**src/rtl/fib_pkg.sv**
```systemverilog
// Shared definitions for the Zeckendorf encoder: FSM encoding, code-width helper
// and the Fibonacci weight table F(2)..F(25).
package fib_pkg;

  typedef enum logic [1:0] {
    IDLE    = 2'd0,
    ASCEND  = 2'd1,
    DESCEND = 2'd2,
    FINISH  = 2'd3
  } zeck_state_e;

  // Smallest CODE_W with F(CODE_W+2) > 2^data_w - 1.
  function automatic int fib_code_w(input int data_w);
    longint fa, fb, t, max_v;
    int     cw;
    fa    = 1;
    fb    = 2;
    cw    = 1;
    max_v = (longint'(1) << data_w) - 1;
    while (fb <= max_v) begin
      t  = fa + fb;
      fa = fb;
      fb = t;
      cw++;
    end
    return cw;
  endfunction

  localparam int FIB_N = 24;
  localparam logic [31:0] FIB_TABLE [0:FIB_N-1] = '{
    32'd1,     32'd2,     32'd3,     32'd5,     32'd8,     32'd13,
    32'd21,    32'd34,    32'd55,    32'd89,    32'd144,   32'd233,
    32'd377,   32'd610,   32'd987,   32'd1597,  32'd2584,  32'd4181,
    32'd6765,  32'd10946, 32'd17711, 32'd28657, 32'd46368, 32'd75025
  };

endpackage

```
**src/rtl/zeckendorf_encoder.sv**
```systemverilog
// Iterative greedy Zeckendorf encoder: climbs the Fibonacci ladder, then walks
// back down taking every term that fits. Optional code_len output via ZECK_LEN_EN.
module zeckendorf_encoder
  import fib_pkg::*;
#(
  parameter int DATA_W = 16,
  parameter int CODE_W = fib_code_w(DATA_W)
) (
  input  logic              clk,
  input  logic              rst,
  input  logic              start,
  input  logic [DATA_W-1:0] value_in,
  output logic              busy,
  output logic              done,
`ifdef ZECK_LEN_EN
  output logic [4:0]        code_len,
`endif
  output logic [CODE_W-1:0] code_out
);

  zeck_state_e       state_q, state_d;
  logic [DATA_W-1:0] rem_q, rem_d;
  logic [DATA_W:0]   a_q, a_d, b_q, b_d;
  logic [4:0]        k_q, k_d;
  logic [CODE_W-1:0] acc_q, acc_d, code_q, code_d;
  logic              busy_q, busy_d, done_q, done_d;
  logic [DATA_W:0]   rem_ext, sum;

  always_comb begin
    state_d = state_q;
    rem_d   = rem_q;
    a_d     = a_q;
    b_d     = b_q;
    k_d     = k_q;
    acc_d   = acc_q;
    code_d  = code_q;
    busy_d  = busy_q;
    done_d  = 1'b0;
    rem_ext = {1'b0, rem_q};
    sum     = a_q + b_q;
    case (state_q)
      IDLE: begin
        if (start) begin
          rem_d   = value_in;
          a_d     = (DATA_W+1)'(1);
          b_d     = (DATA_W+1)'(2);
          k_d     = 5'd0;
          acc_d   = '0;
          busy_d  = 1'b1;
          state_d = (value_in == '0) ? FINISH : ASCEND;
        end
      end
      ASCEND: begin
        // Exit is decided in the same cycle as the last step, so each ascend
        // cycle is exactly one ladder step.
        if (b_q <= rem_ext) begin
          a_d = b_q;
          b_d = sum;
          k_d = k_q + 5'd1;
          if (sum > rem_ext) state_d = DESCEND;
        end else begin
          state_d = DESCEND;
        end
      end
      DESCEND: begin
        if (a_q <= rem_ext) begin
          acc_d[k_q] = 1'b1;
          rem_d      = rem_q - a_q[DATA_W-1:0];
        end
        a_d = b_q - a_q;
        b_d = a_q;
        k_d = k_q - 5'd1;
        if (k_q == 5'd0) state_d = FINISH;
      end
      FINISH: begin
        code_d  = acc_q;
        done_d  = 1'b1;
        busy_d  = 1'b0;
        state_d = IDLE;
      end
      default: state_d = IDLE;
    endcase
  end

  always_ff @(posedge clk or negedge rst) begin
    if (!rst) begin
      state_q <= IDLE;
      rem_q   <= '0;
      a_q     <= '0;
      b_q     <= '0;
      k_q     <= '0;
      acc_q   <= '0;
      code_q  <= '0;
      busy_q  <= 1'b0;
      done_q  <= 1'b0;
    end else begin
      state_q <= state_d;
      rem_q   <= rem_d;
      a_q     <= a_d;
      b_q     <= b_d;
      k_q     <= k_d;
      acc_q   <= acc_d;
      code_q  <= code_d;
      busy_q  <= busy_d;
      done_q  <= done_d;
    end
  end

  assign busy     = busy_q;
  assign done     = done_q;
  assign code_out = code_q;

`ifdef ZECK_LEN_EN
  logic [4:0] len_q, len_d;

  always_comb begin
    len_d = len_q;
    if (state_q == FINISH) begin
      len_d = 5'd0;
      for (int i = 0; i < CODE_W; i++)
        if (acc_q[i]) len_d = 5'(i + 1);
    end
  end

  always_ff @(posedge clk or negedge rst) begin
    if (!rst) len_q <= '0;
    else      len_q <= len_d;
  end

  assign code_len = len_q;
`endif

endmodule

```
**config.mk**
```make
export PLATFORM = sky130hd
export DESIGN_NAME = zeckendorf_encoder
export DESIGN_NICKNAME = d
export VERILOG_FILES = /design/src/rtl/fib_pkg.sv /design/src/rtl/zeckendorf_encoder.sv
export SDC_FILE = /design/constraint.sdc
export NUM_CORES = 1
export LEC_CHECK = 0
export BUFFER_PORTS_ARGS = -buffer_cell sky130_fd_sc_hd__buf_4
export CAP_MARGIN = 10
export CORE_ASPECT_RATIO = 0.5
export CORE_MARGIN = 2
export CORE_UTILIZATION = 30
export CTS_CLUSTER_SIZE = 28
export DETAILED_ROUTE_END_ITERATION = 16
export PLACE_DENSITY = 0.54
export RECOVER_POWER = 50
export SYNTH_ARGS = -nofsm -noshare
export SYNTH_HDL_FRONTEND = slang
export SYNTH_SLANG_ARGS = --single-unit
```
**constraint.sdc**
```tcl
create_clock -name clk -period 5.29 [get_ports clk]
set_clock_uncertainty 0.2 [all_clocks]
set_input_delay 0.2645 -clock clk [delete_from_list [all_inputs] [get_ports clk]]
set_output_delay 0.2645 -clock clk [all_outputs]
set_load 0.1 [all_outputs]
```
==> results of run 1 <==
## area by class of cell
cell class / count / area, um2 / area share (%)
timing repair buffer: 53 / 313 / 3.43
inverter: 63 / 236 / 2.60
clock buffer: 9 / 225 / 2.47
tap: 352 / 440 / 4.84
sequential: 105 / 2630 / 28.8
multi-input combinational: 670 / 5180 / 56.9
clock inverter: 6 / 83.8 / 0.920
## repair_timing
action                     CTS  global route
hold endpoints to repair    66             0
setup endpoints to repair    0             0
buffers inserted             0             0
hold buffers                 5             0
## worst reg2reg max path, stage by stage (launching register included)
cell and delay [ps]:
sky130_fd_sc_hd__dfrtp_1 480, sky130_fd_sc_hd__inv_1 170, sky130_fd_sc_hd__ha_1 330, sky130_fd_sc_hd__nor2b_1 210, sky130_fd_sc_hd__o311ai_1 150, sky130_fd_sc_hd__a221oi_1 430
sky130_fd_sc_hd__o21ai_1 210, sky130_fd_sc_hd__o41ai_2 370, sky130_fd_sc_hd__a221oi_1 160, sky130_fd_sc_hd__xor2_1 190, sky130_fd_sc_hd__ha_1 210, sky130_fd_sc_hd__or4_1 400
sky130_fd_sc_hd__a21oi_1 130, sky130_fd_sc_hd__o21ai_1 70, sky130_fd_sc_hd__a41o_1 200, sky130_fd_sc_hd__a31oi_1 280, sky130_fd_sc_hd__a31oi_4 150, sky130_fd_sc_hd__mux2_4 310
## flip-flops by register name, indices dropped and copies added, names as in the netlist
register and flops:
busy 1, acc_q 23, a_q 17, b_q 17, state_q 2, done 1, code_out 23, k_q 5
rem_q 16
## placed cells by master (no fill, tap or decap), types with 5 or more instances in the layout
cell type / count
sky130_fd_sc_hd__a21oi_1: 52
sky130_fd_sc_hd__a211oi_1: 7
sky130_fd_sc_hd__nor4_1: 24
sky130_fd_sc_hd__a21o_1: 15
sky130_fd_sc_hd__nor3_1: 23
sky130_fd_sc_hd__nor2_1: 38
sky130_fd_sc_hd__mux2_2: 25
sky130_fd_sc_hd__o21a_1: 34
sky130_fd_sc_hd__nor2b_1: 12
sky130_fd_sc_hd__inv_1: 61
sky130_fd_sc_hd__nand4_1: 13
sky130_fd_sc_hd__nand3_1: 11
sky130_fd_sc_hd__xnor2_1: 24
sky130_fd_sc_hd__or2_2: 6
sky130_fd_sc_hd__o21ai_0: 38
sky130_fd_sc_hd__a32oi_1: 6
sky130_fd_sc_hd__o31ai_1: 23
sky130_fd_sc_hd__nand2_1: 56
sky130_fd_sc_hd__clkbuf_1: 26
sky130_fd_sc_hd__buf_4: 22
sky130_fd_sc_hd__mux2i_1: 25
sky130_fd_sc_hd__dfrtp_1: 105
sky130_fd_sc_hd__clkbuf_16: 9
sky130_fd_sc_hd__ha_1: 101
sky130_fd_sc_hd__o22ai_1: 7
sky130_fd_sc_hd__a22oi_1: 20
sky130_fd_sc_hd__xor2_1: 9
sky130_fd_sc_hd__or3_1: 5
sky130_fd_sc_hd__dlygate4sd3_1: 5
sky130_fd_sc_hd__nand2b_1: 12
sky130_fd_sc_hd__a31oi_1: 7
## per-layer routing
metal | GRT usage [%] | share of wire (%) | vias up
met5 | 0 | 0 | -
met2 | 27.0 | 45 | 184
met3 | 3.22 | 4.7 | 22
met1 | 23.2 | 48 | 3357
met4 | 4.91 | 2.0 | 0
li1 | - | - | 3270
## through the flow
step	area [um2]	std cells
floorplan	8190	877
global placement	8850	1238
detailed placement	8850	1238
CTS	9210	1258
global route	9110	1258
finish	9110	1258
## worst paths after layout
path / start / endpoint / slack, ps / depth (start not counted)
max: a_q[1]$_DFFE_PN0P_ / state_q[1]$_DFFE_PN0P_ / 540 / 17
min: value_in[13] / rem_q[13]$_DFFE_PN0P_ / 10 / 3
max reg2reg: a_q[1]$_DFFE_PN0P_ / state_q[1]$_DFFE_PN0P_ / 540 / 17
min reg2reg: acc_q[8]$_DFFE_PN0P_ / acc_q[8]$_DFFE_PN0P_ / 290 / 1
max in group asynchronous: rst / acc_q[20]$_DFFE_PN0P_ / 1230 / 2
min in group asynchronous: rst / b_q[3]$_DFFE_PN0P_ / 1540 / 2
## kinds of logic (layout without fill, tap and decap cells)
logic type	after synthesis	count (layout)	synth area share [%]
xor gates and xnor gates	33	33	3.53
adders and majority gates	106	106	16.6
DFF	105	105	32.1
and+or+nand+nor	225	225	14.4
muxes	51	51	6.68
AOI/OAI and AO/OA	255	255	21.9
buffers and inverters	102	131	4.86
==> results.txt, run 1 <==
* Netlist area before placement: 0.00819 mm2
- Slew margin rel.: -152%
* Delay-heaviest family, CP: compound AO/OA/AOI/OAI gates
* Outcome: finished with violations
* Post-Syn Instances: a little under 900
* Final hold slack: 14.6 ps
- Synthesis-stage register bit count: 105
- Buffers from clock root to sink, at most: 2
- Post-CTS sizing: 0
* Post-route setup slack: between 500 and 600 ps
* Min-delay worst type: primary input to flip-flop
- First-pass GRT wire length: 37.8 mm
- Proportion of synthesized chip area in sequential cells: around 32%
- Subtracting the final worst setup slack from the clock period gives ~4700 ps.
* Placement-stage worst setup slack: between 600 and 700 ps
* Final setup violation count: 0
- Synth top cells by count: 105 x sky130_fd_sc_hd__dfrtp_1, 102 x sky130_fd_sc_hd__ha_1, 61 x sky130_fd_sc_hd__inv_1, 56 x sky130_fd_sc_hd__nand2_1, 52 x sky130_fd_sc_hd__a21oi_1
- Synth area leaders: sky130_fd_sc_hd__dfrtp_1 32%, sky130_fd_sc_hd__ha_1 16%, sky130_fd_sc_hd__mux2_2 3.4%
- Clock latency reported for the late side of the worst-skew pair: approximately 380 ps
* Synthesis Warnings: 0
- TritonCTS clock tree: done
- The die covers 0.0287 mm2.
* H-Tree Level Count: 3
- Transition at the pin with the smallest max-transition slack: 3780 ps
- DIE WIDTH: 238 um
- After the last flow step, the layout net total stands at just over 1000.
* Buffer type at the clock tree root: sky130_fd_sc_hd__clkbuf_16
- Number of nets with antenna violations after detailed routing: 0
- Of all nets on the critical path, the largest fanout is 6.
* Top achievable clock speed: 211 MHz
* Number of enable-type register cells in the synthesized netlist: 0
- Layout cells sized above 1: roughly a tenth
* Failing checks: capacitance limit, slew limit
- The tree built by TritonCTS fans out to 105 sinks.
- After layout, the worst path uses 89.7% of the clock period.
- Number of antenna violations at the first check in global routing: 0
- Via-to-Cell Ratio: 5.43
* Die Span Y: 121 um
- Worst Setup End Kind: flip-flop
- The first detailed-routing pass took 5 iterations.
- The slowest stage of the critical path is the sky130_fd_sc_hd__dfrtp_1 cell.
- After detailed routing, the average wire length per cell comes to between 15 and 20 um.
- The most used flip-flop cell after synthesis is sky130_fd_sc_hd__dfrtp_1.
- Buffers plus inverters on the worst setup path: 1
* Async S/R FF share, synth: 100%
* Top-area cell type share of the netlist area: 32.1%
- Antenna diode instance count: 0
* All-layer global routing usage: 16.9%
- Initial Util: 30.7%
* Library cell with the largest summed area after synthesis: sky130_fd_sc_hd__dfrtp_1
* Signed area change from the synthesized netlist to the final layout: 11.2%
* Cell row count: 42
- Data on the critical path is required at its endpoint by 5370 ps.
- Drc violations: 0
* Share of the core filled with cells: 34.2%
- Adding up every negative setup slack in the final design gives 0 ps.
* Standard cell core area: 0.0266 mm2
- The number of hold violations in the final report was 0.
- Via Count: 6833
- The congestion estimate from routability-driven global placement came to just under 0.9.
- Across the run, the number of max-cap violations was 1.
* Delay of the slowest critical-path stage: 480 ps
- Max Slew Vio Count: 64
* I/O pin cnt: 44
- The worst setup path is of the flip-flop to flip-flop kind.
- The filler cells instantiated in the layout total between 2000 and 3000.
- Aggregate routed wire length: 23.4 mm
- For the worst setup path, the data arrival time is 4820 ps.
- Setup repair after global routing left no endpoint under its margin.
- Grt ovf: 0
* Placed wire-length estimate after detailed placement: 17.3 mm
- Most used standard cell by instance count after synthesis: sky130_fd_sc_hd__dfrtp_1
- The first routing iteration left 506 violations.
* Critical Path, Cell by Cell: inv_1 -> ha_1 -> nor2b_1 -> o311ai_1 -> a221oi_1 -> o21ai_1 -> o41ai_2 -> a221oi_1 -> xor2_1 -> ha_1 -> or4_1 -> a21oi_1 -> o21ai_1 -> a41o_1 -> a31oi_1 -> a31oi_4 -> mux2_4
- After clock tree synthesis, the clock-pin slew on the worst setup and hold paths is 90 ps.
* Number of global-route vias before repair: 6651
- Largest net degree at the start of global routing: 64
- Total nets after synthesis: 1002
* Post-synthesis average cell area: 9.34 um2
- Count of buffers from port buffering: 43
- In this run, distinct cell masters in the synthesized netlist total 78.
- Clock tree synthesis inserted a total of 9 buffers.
- The worst setup path is launched from a flip-flop.
Power of run 1 is left out: the tool's default activity adds up to more than one toggle a clock period on the data nets, which glitch-free logic cannot reach.
==> run 2, diff against run 1 <==
- CORE_ASPECT_RATIO: 0.5 -> 2
- SLEW_MARGIN: default -> 5
==> results.txt, run 2 (same netlist as run 1, synthesis figures left out) <==
- Maximum fanout along the worst path: 6 (unchanged)
* Number of clock buffers inserted by TritonCTS: 9 (unchanged)
* Placed wire-length estimate after detailed placement: 19.6 mm (+14%)
- The area of the die is 0.0287 mm2 (unchanged).
- The clock slew at the register clock pins of the worst setup and hold paths is 80 ps (about the same).
* Average wire length per cell after detail routing: 20.1 um (+7.9%)
- The final critical path time including I/O delays and setup is 4640 ps (-106 ps).
- Outcome: finished with violations
* Die Span Y: 238 um (+97%)
* Req. time, crit path: 5350 ps (-20 ps)
* Last weighted congestion value of the routability-driven placer: 0.918 (+5.3%)
- The number of gates resized after cts is 0 (unchanged).
* Number of nets with antenna violations after detailed routing: 0 (unchanged)
- DIE WIDTH: 121 um (-49%)
- All-layer global routing usage: 18.3% (+1.4 points)
- The library cells used most frequently in the layout, excluding fill and tap cells, are 105 x sky130_fd_sc_hd__dfrtp_1, 101 x sky130_fd_sc_hd__ha_1, 61 x sky130_fd_sc_hd__inv_1.
- Most common cell after layout, fill and taps aside: sky130_fd_sc_hd__dfrtp_1
* Hold Path Cell Cnt: 3 (unchanged)
- The setup slack of the worst register-to-register path came to 650 ps (+110 ps).
* Endpoint with the worst hold slack: rem_q[2]$_DFFE_PN0P_
- The slew at the pin closest to its max-slew limit was 3960 ps (+188 ps).
* Hold path startpoint: value_in[2]
- Clock Sinks: 105 (unchanged)
- Reg2reg end: state_q[1]$_DFFE_PN0P_
* FF-to-FF path depth: 17 (unchanged)
- Drc violations: 0 (unchanged)
- Unrepaired setup endpoints after global routing: false
* Buffers from clock root to sink, at most: 2 (unchanged)
- Max Slew Vio Count: 67 (+4.7%)
* Router iterations before antenna repair: 4 (-1)
- TritonCTS clock tree: done
- Ratio of total power to cell area: 720 mW/mm2
- The fraction of final layout cells sized beyond drive strength 1 was 11.2% (+0.62 points).
- Worst Setup End Kind: flip-flop
- Placement Cell Area: 0.00889 mm2 (+0.54%)
* Total negative setup slack: 0 ps (unchanged)
- The DRC marker count from the first detailed-route iteration came to 388 (-23%).
- Grt ovf: 0 (unchanged)
- Buffer type at the clock tree root: sky130_fd_sc_hd__clkbuf_16
* Total of fill cells in the finished design: 2858 (+5.0%)
* Design Area, Final: 0.00917 mm2 (+0.66%)
- Antenna diode instance count: 0 (unchanged)
* Number of max-capacitance violations reported: 1 (unchanged)
- The final count of negative-setup-slack endpoints came to 0 (unchanged).
- Worst IR drop on VDD: 0.307 mV
- The number of nets in the finished design came to 1039 (+1.2%).
- Signed area change from the synthesized netlist to the final layout: 11.9%
- Post-cts hold buffer count: 9 (+4)
- STA classifies the critical path startpoint as a flip-flop.
- By startpoint and endpoint, the worst setup path is classified as flip-flop to flip-flop.
- Number of antenna violations at the first check in global routing: 0 (unchanged)
* Part of the cycle the worst path needs: 87.7% (-2.0 points)
- Cell row count: 85 (+100%)
- The effective utilization at floorplan is 30.4% (-0.30 points).
* Origin of the critical flop-to-flop path: a_q[1]$_DFFE_PN0P_
- Via-to-Cell Ratio: 5.38 (-0.88%)
- I/O pin cnt: 44 (unchanged)
- Number of global-route vias before repair: 7184 (+8.0%)
- The final wirelength is 25.4 mm (+8.6%).
- The largest net degree at the start of global routing was 67 (+4.7%).
* Failing checks: capacitance limit, slew limit
* Via Count: 6816 (-0.25%)
- The number of hold violations in the final report is 0 (unchanged).
- The count of buffers from port buffering came to 43 (unchanged).
- Min-delay worst type: primary input to flip-flop
* Top achievable clock speed: 216 MHz (+2.3%)
* Leakage power total: 4.17 nW
* Setup Buffers After CTS: 0 (unchanged)
- The first-pass GRT wire length came to 39.5 mm (+4.5%).
- The worst slew margin relative to its limit was -164% (-13 points).
- The endpoint arrival time on the critical path is 4700 ps (-120 ps).
- The H-tree depth reported by CTS came to 3 (unchanged).
- Clock latency reported for the late side of the worst-skew pair: 380 ps (about the same)
- The core area came to 0.0269 mm2 (+0.99%).
[run 2: cell types whose count changed in the layout (fill, tap and decap cells not counted), sizes merged]
| cell | before | now |
|---|---|---|
| buf | 22 | 29 |
| dlygate4sd3 | 5 | 9 |
| clkinvlp | 0 | 2 |
| inv | 67 | 65 |
| bufinv | 1 | 0 |
| clkbuf | 35 | 36 |
| clkinv | 1 | 2 |
[run 2: stage by stage]
| step | hold slack, ps | worst slack [ps] | util (%) | cells | power [W] |
|---|---|---|---|---|---|
| 2_1_floorplan | -231 | 1180 | - | 877 | 0.00472 |
| 3_3_place_gp | 261 | 791 | 33.1 | 1241 | 0.00594 |
| 3_5_place_dp | 264 | 709 | 33.1 | 1241 | 0.00597 |
| 4_1_cts | 2.46 | 674 | 34.4 | 1265 | 0.00668 |
| 5_1_grt | 10.1 | 296 | 34.1 | 1266 | 0.00712 |
| 6_report | 12.9 | 651 | 34.1 | 1266 | 0.00660 |
[run 2: cell type report]
type                            count  area (um2)  share of cell area, %
Sequential cell                   105        2630                   28.7
Clock buffer                        9         225                   2.46
Multi-Input combinational cell    670        5180                   56.5
Inverter                           63         236                   2.58
Tap cell                          348         435                   4.75
Clock inverter                      6        52.6                  0.573
Timing Repair Buffer               65         409                   4.46
[run 2: worst max path at each step]
stage / start / end / slack (ps) / depth (start not counted)
after CTS: a_q[1]$_DFFE_PN0P_ / state_q[1]$_DFFE_PN0P_ / 670 / 17
after global routing: rst / a_q[9]$_DFFE_PN0P_ / 300 / 2
after detailed placement: a_q[1]$_DFFE_PN0P_ / state_q[1]$_DFFE_PN0P_ / 710 / 17
after global placement: a_q[1]$_DFFE_PN0P_ / state_q[1]$_DFFE_PN0P_ / 790 / 17
final: a_q[1]$_DFFE_PN0P_ / state_q[1]$_DFFE_PN0P_ / 650 / 17
after floorplan: a_q[1]$_DFFE_PN0P_ / state_q[1]$_DFFE_PN0P_ / 1180 / 16
[run 2: critical path, stage by stage, from the launching register on]
cell and delay [ps]:
sky130_fd_sc_hd__dfrtp_1 480, sky130_fd_sc_hd__inv_1 180, sky130_fd_sc_hd__ha_1 340, sky130_fd_sc_hd__nor2b_1 220, sky130_fd_sc_hd__o311ai_1 150, sky130_fd_sc_hd__a221oi_1 350, sky130_fd_sc_hd__o21ai_1 180, sky130_fd_sc_hd__o41ai_2 310
sky130_fd_sc_hd__a221oi_1 150, sky130_fd_sc_hd__xor2_1 190, sky130_fd_sc_hd__ha_1 210, sky130_fd_sc_hd__or4_1 410, sky130_fd_sc_hd__a21oi_1 130, sky130_fd_sc_hd__o21ai_1 70, sky130_fd_sc_hd__a41o_1 200, sky130_fd_sc_hd__a31oi_1 290
sky130_fd_sc_hd__a31oi_4 150, sky130_fd_sc_hd__mux2_4 310
[run 2: metal layers]
layer	up-vias	part of all wire (%)	track usage (%)
met1	3261	33	16.7
met2	177	54	33.7
met3	89	2.5	2.47
met5	-	0	0
met4	0	9.7	16.8
li1	3289	-	-
[run 2: where the power goes]
part           total (W)  switching, W  internal [W]
registers        0.00131      0.000258       0.00106
clock network   0.000674      0.000350      0.000324
logic            0.00461       0.00297       0.00164
No activity file was read; power rests on OpenSTA's default activity.
==> run 3, diff against run 2 <==
- CORE_UTILIZATION: 30 -> 55
- HOLD_SLACK_MARGIN: default -> 0.06
- PLACE_DENSITY: 0.54 -> 0.82
- clock period: 5.29 -> 4.4 ns (I/O delays scaled with it)
==> results.txt, run 3 (same netlist as run 1, synthesis figures left out) <==
* Outcome: finished with violations
- Leading cell types in the layout, fill and taps excluded: 105 x sky130_fd_sc_hd__dfrtp_1, 97 x sky130_fd_sc_hd__ha_1, 58 x sky130_fd_sc_hd__inv_1
- The total number of vias was 7249 (+6.4%).
- The I/O pin count came to 44 (unchanged).
- Last weighted congestion value of the routability-driven placer: 0.953 (+3.8%)
- Average wire length per cell after detail routing: 20.0 um (-0.22%)
- Number of nets with antenna violations after detailed routing: 0 (unchanged)
* Worst Setup End Kind: flip-flop
- The routed wire length on met3 came to 1.37 mm (+110%).
- Transition at the pin with the smallest max-transition slack: 1880 ps (-2080 ps)
- Part of the cycle the worst path needs: 99.6% (+12 points)
* Min-delay worst type: primary input to flip-flop
* Grt ovf: 0 (unchanged)
- Length of routed met2 wiring: 11.3 mm (-19%)
* Failing checks: capacitance limit, slew limit
* Req. time, crit path: 4440 ps (-910 ps)
- The endpoint arrival time on the critical path is 4420 ps (-280 ps).
- The number of global-route vias before repair is 7234 (+0.70%).
- The count of inserted antenna diode cells is 0 (unchanged).
- Signed area change from the synthesized netlist to the final layout: 13.7%
- Period minus WS final: 4380 ps (-257 ps)
* Slew margin rel.: -25.6% (+140 points)
- Via-to-Cell Ratio: 6.36 (+18%)
- H-Tree Level Count: 3 (unchanged)
* Final Non-Filler Cells: 1140 (-10%)
- Maximum fanout along the worst path: 5 (-1)
- Buffers from clock root to sink, at most: 2 (unchanged)
* Most common cell after layout, fill and taps aside: sky130_fd_sc_hd__dfrtp_1
* DIE WIDTH: 90.3 um (-25%)
* Count of buffers from port buffering: 43 (unchanged)
* Met1 wire length: 9.14 mm (+8.1%)
- All-layer global routing usage: 28.9% (+11 points)
- The number of nets in the finished design is 1065 (+2.5%).
- Total negative setup slack: 0 ps (unchanged)
* Placed cells: 1104 (-11%)
- TritonCTS clock tree: done
* Placement Cell Area: 0.00882 mm2 (-0.80%)
* Drc violations: 0 (unchanged)
- Number of max-capacitance violations reported: 2 (+1)
- Cell row count: 63 (-26%)
* Buffer type at the clock tree root: sky130_fd_sc_hd__clkbuf_16
* Clock slew at reported path FFs: 80 ps (about the same)
- The number of clock sinks seen by CTS was 105 (unchanged).
- Aggregate routed wire length: 22.8 mm (-10%)
- Standard cell core area: 0.0147 mm2 (-46%)
- The final non-filler cell area came to 0.00931 mm2 (+1.6%).
* First-pass GRT wire length: 37.1 mm (-6.1%)
* Max Slew Vio Count: 108 (+61%)
- Initial Util: 55.9% (+25 points)
- Clock latency reported for the late side of the worst-skew pair: 350 ps (-30 ps)
- The largest net degree at the start of global routing is 78 (+16%).
- Element type at the critical path start: flip-flop
* Number of hold-slack violations in the final timing report: 0 (unchanged)
- The chip height was 177 um (-26%).
- Final hold slack: 60.0 ps (+47.1 ps)
- Total Die Area: 0.0159 mm2 (-44%)
- Placed wire-length estimate after detailed placement: 16.8 mm (-14%)
- The number of detailed-route iterations in the first pass came to 5 (+1).
- Final setup violation count: 0 (unchanged)
* Number of clock buffers inserted by TritonCTS: 9 (unchanged)
- Signal routing reaches up to met4.
- DRC marker count from the first detailed-route iteration: 486 (+25%)
- Top achievable clock speed: 228 MHz (+5.9%)
- Layout cells sized above 1: 14.7% (+3.5 points)
- WS Path Type: flip-flop to flip-flop
- The initial antenna violation count came to 0 (unchanged).
run 3: final timing paths:
path	start	endpoint	slack (ps)	cells past startpoint
max reg2reg	a_q[2]$_DFFE_PN0P_	state_q[1]$_DFFE_PN0P_	20	18
max in group asynchronous	rst	b_q[5]$_DFFE_PN0P_	930	3
min in group asynchronous	rst	code_out[16]$_DFFE_PN0P_	720	2
max	a_q[2]$_DFFE_PN0P_	state_q[1]$_DFFE_PN0P_	20	18
min reg2reg	acc_q[0]$_DFFE_PN0P_	acc_q[0]$_DFFE_PN0P_	290	1
min	value_in[7]	rem_q[7]$_DFFE_PN0P_	60	3
run 3: routing by layer:
metal / up-vias / track usage (%)
met3: 70 / 3.37
li1: 3348 / -
met5: - / 0
met2: 319 / 48.0
met4: 0 / 14.8
met1: 3512 / 37.3
run 3: layout make-up:
class | instances | area, um2
multi-input combinational | 670 | 5260
clock inverter | 7 | 93.8
tap | 195 | 244
clock buffer | 9 | 225
inverter | 63 | 236
sequential | 105 | 2630
timing repair buffer | 91 | 623
fill | 1228 | 5350
run 3: critical path, cell delays in order, from the launching register on:
cell	delay (ps)
sky130_fd_sc_hd__dfrtp_1	430
sky130_fd_sc_hd__inv_1	90
sky130_fd_sc_hd__ha_1	320
sky130_fd_sc_hd__nand2b_1	90
sky130_fd_sc_hd__o311ai_2	130
sky130_fd_sc_hd__a221oi_2	350
sky130_fd_sc_hd__o21ai_2	130
sky130_fd_sc_hd__o41ai_2	350
sky130_fd_sc_hd__buf_4	170
sky130_fd_sc_hd__a221oi_2	60
sky130_fd_sc_hd__xor2_1	170
sky130_fd_sc_hd__ha_1	210
sky130_fd_sc_hd__or4_1	460
sky130_fd_sc_hd__a21oi_2	150
sky130_fd_sc_hd__o21ai_1	90
sky130_fd_sc_hd__a41o_1	240
sky130_fd_sc_hd__a31oi_4	220
sky130_fd_sc_hd__a31oi_4	120
sky130_fd_sc_hd__mux2_4	310
run 3: stage by stage:
step	setup slack [ps]	util, %
2_1_floorplan	293	-
3_3_place_gp	55.7	60.2
3_5_place_dp	-13.3	60.2
4_1_cts	29.8	63.5
5_1_grt	-98.4	63.5
6_report	18.7	63.5
run 3: repair_timing:
item	CTS	global route
hold buffers	16	0
endpoints found under the setup margin	1	2
hold endpoints to repair	91	0
setup buffers	0	4
pin swaps	0	4
gates resized for setup	1	16
Power of run 3 is left out for the same reason.
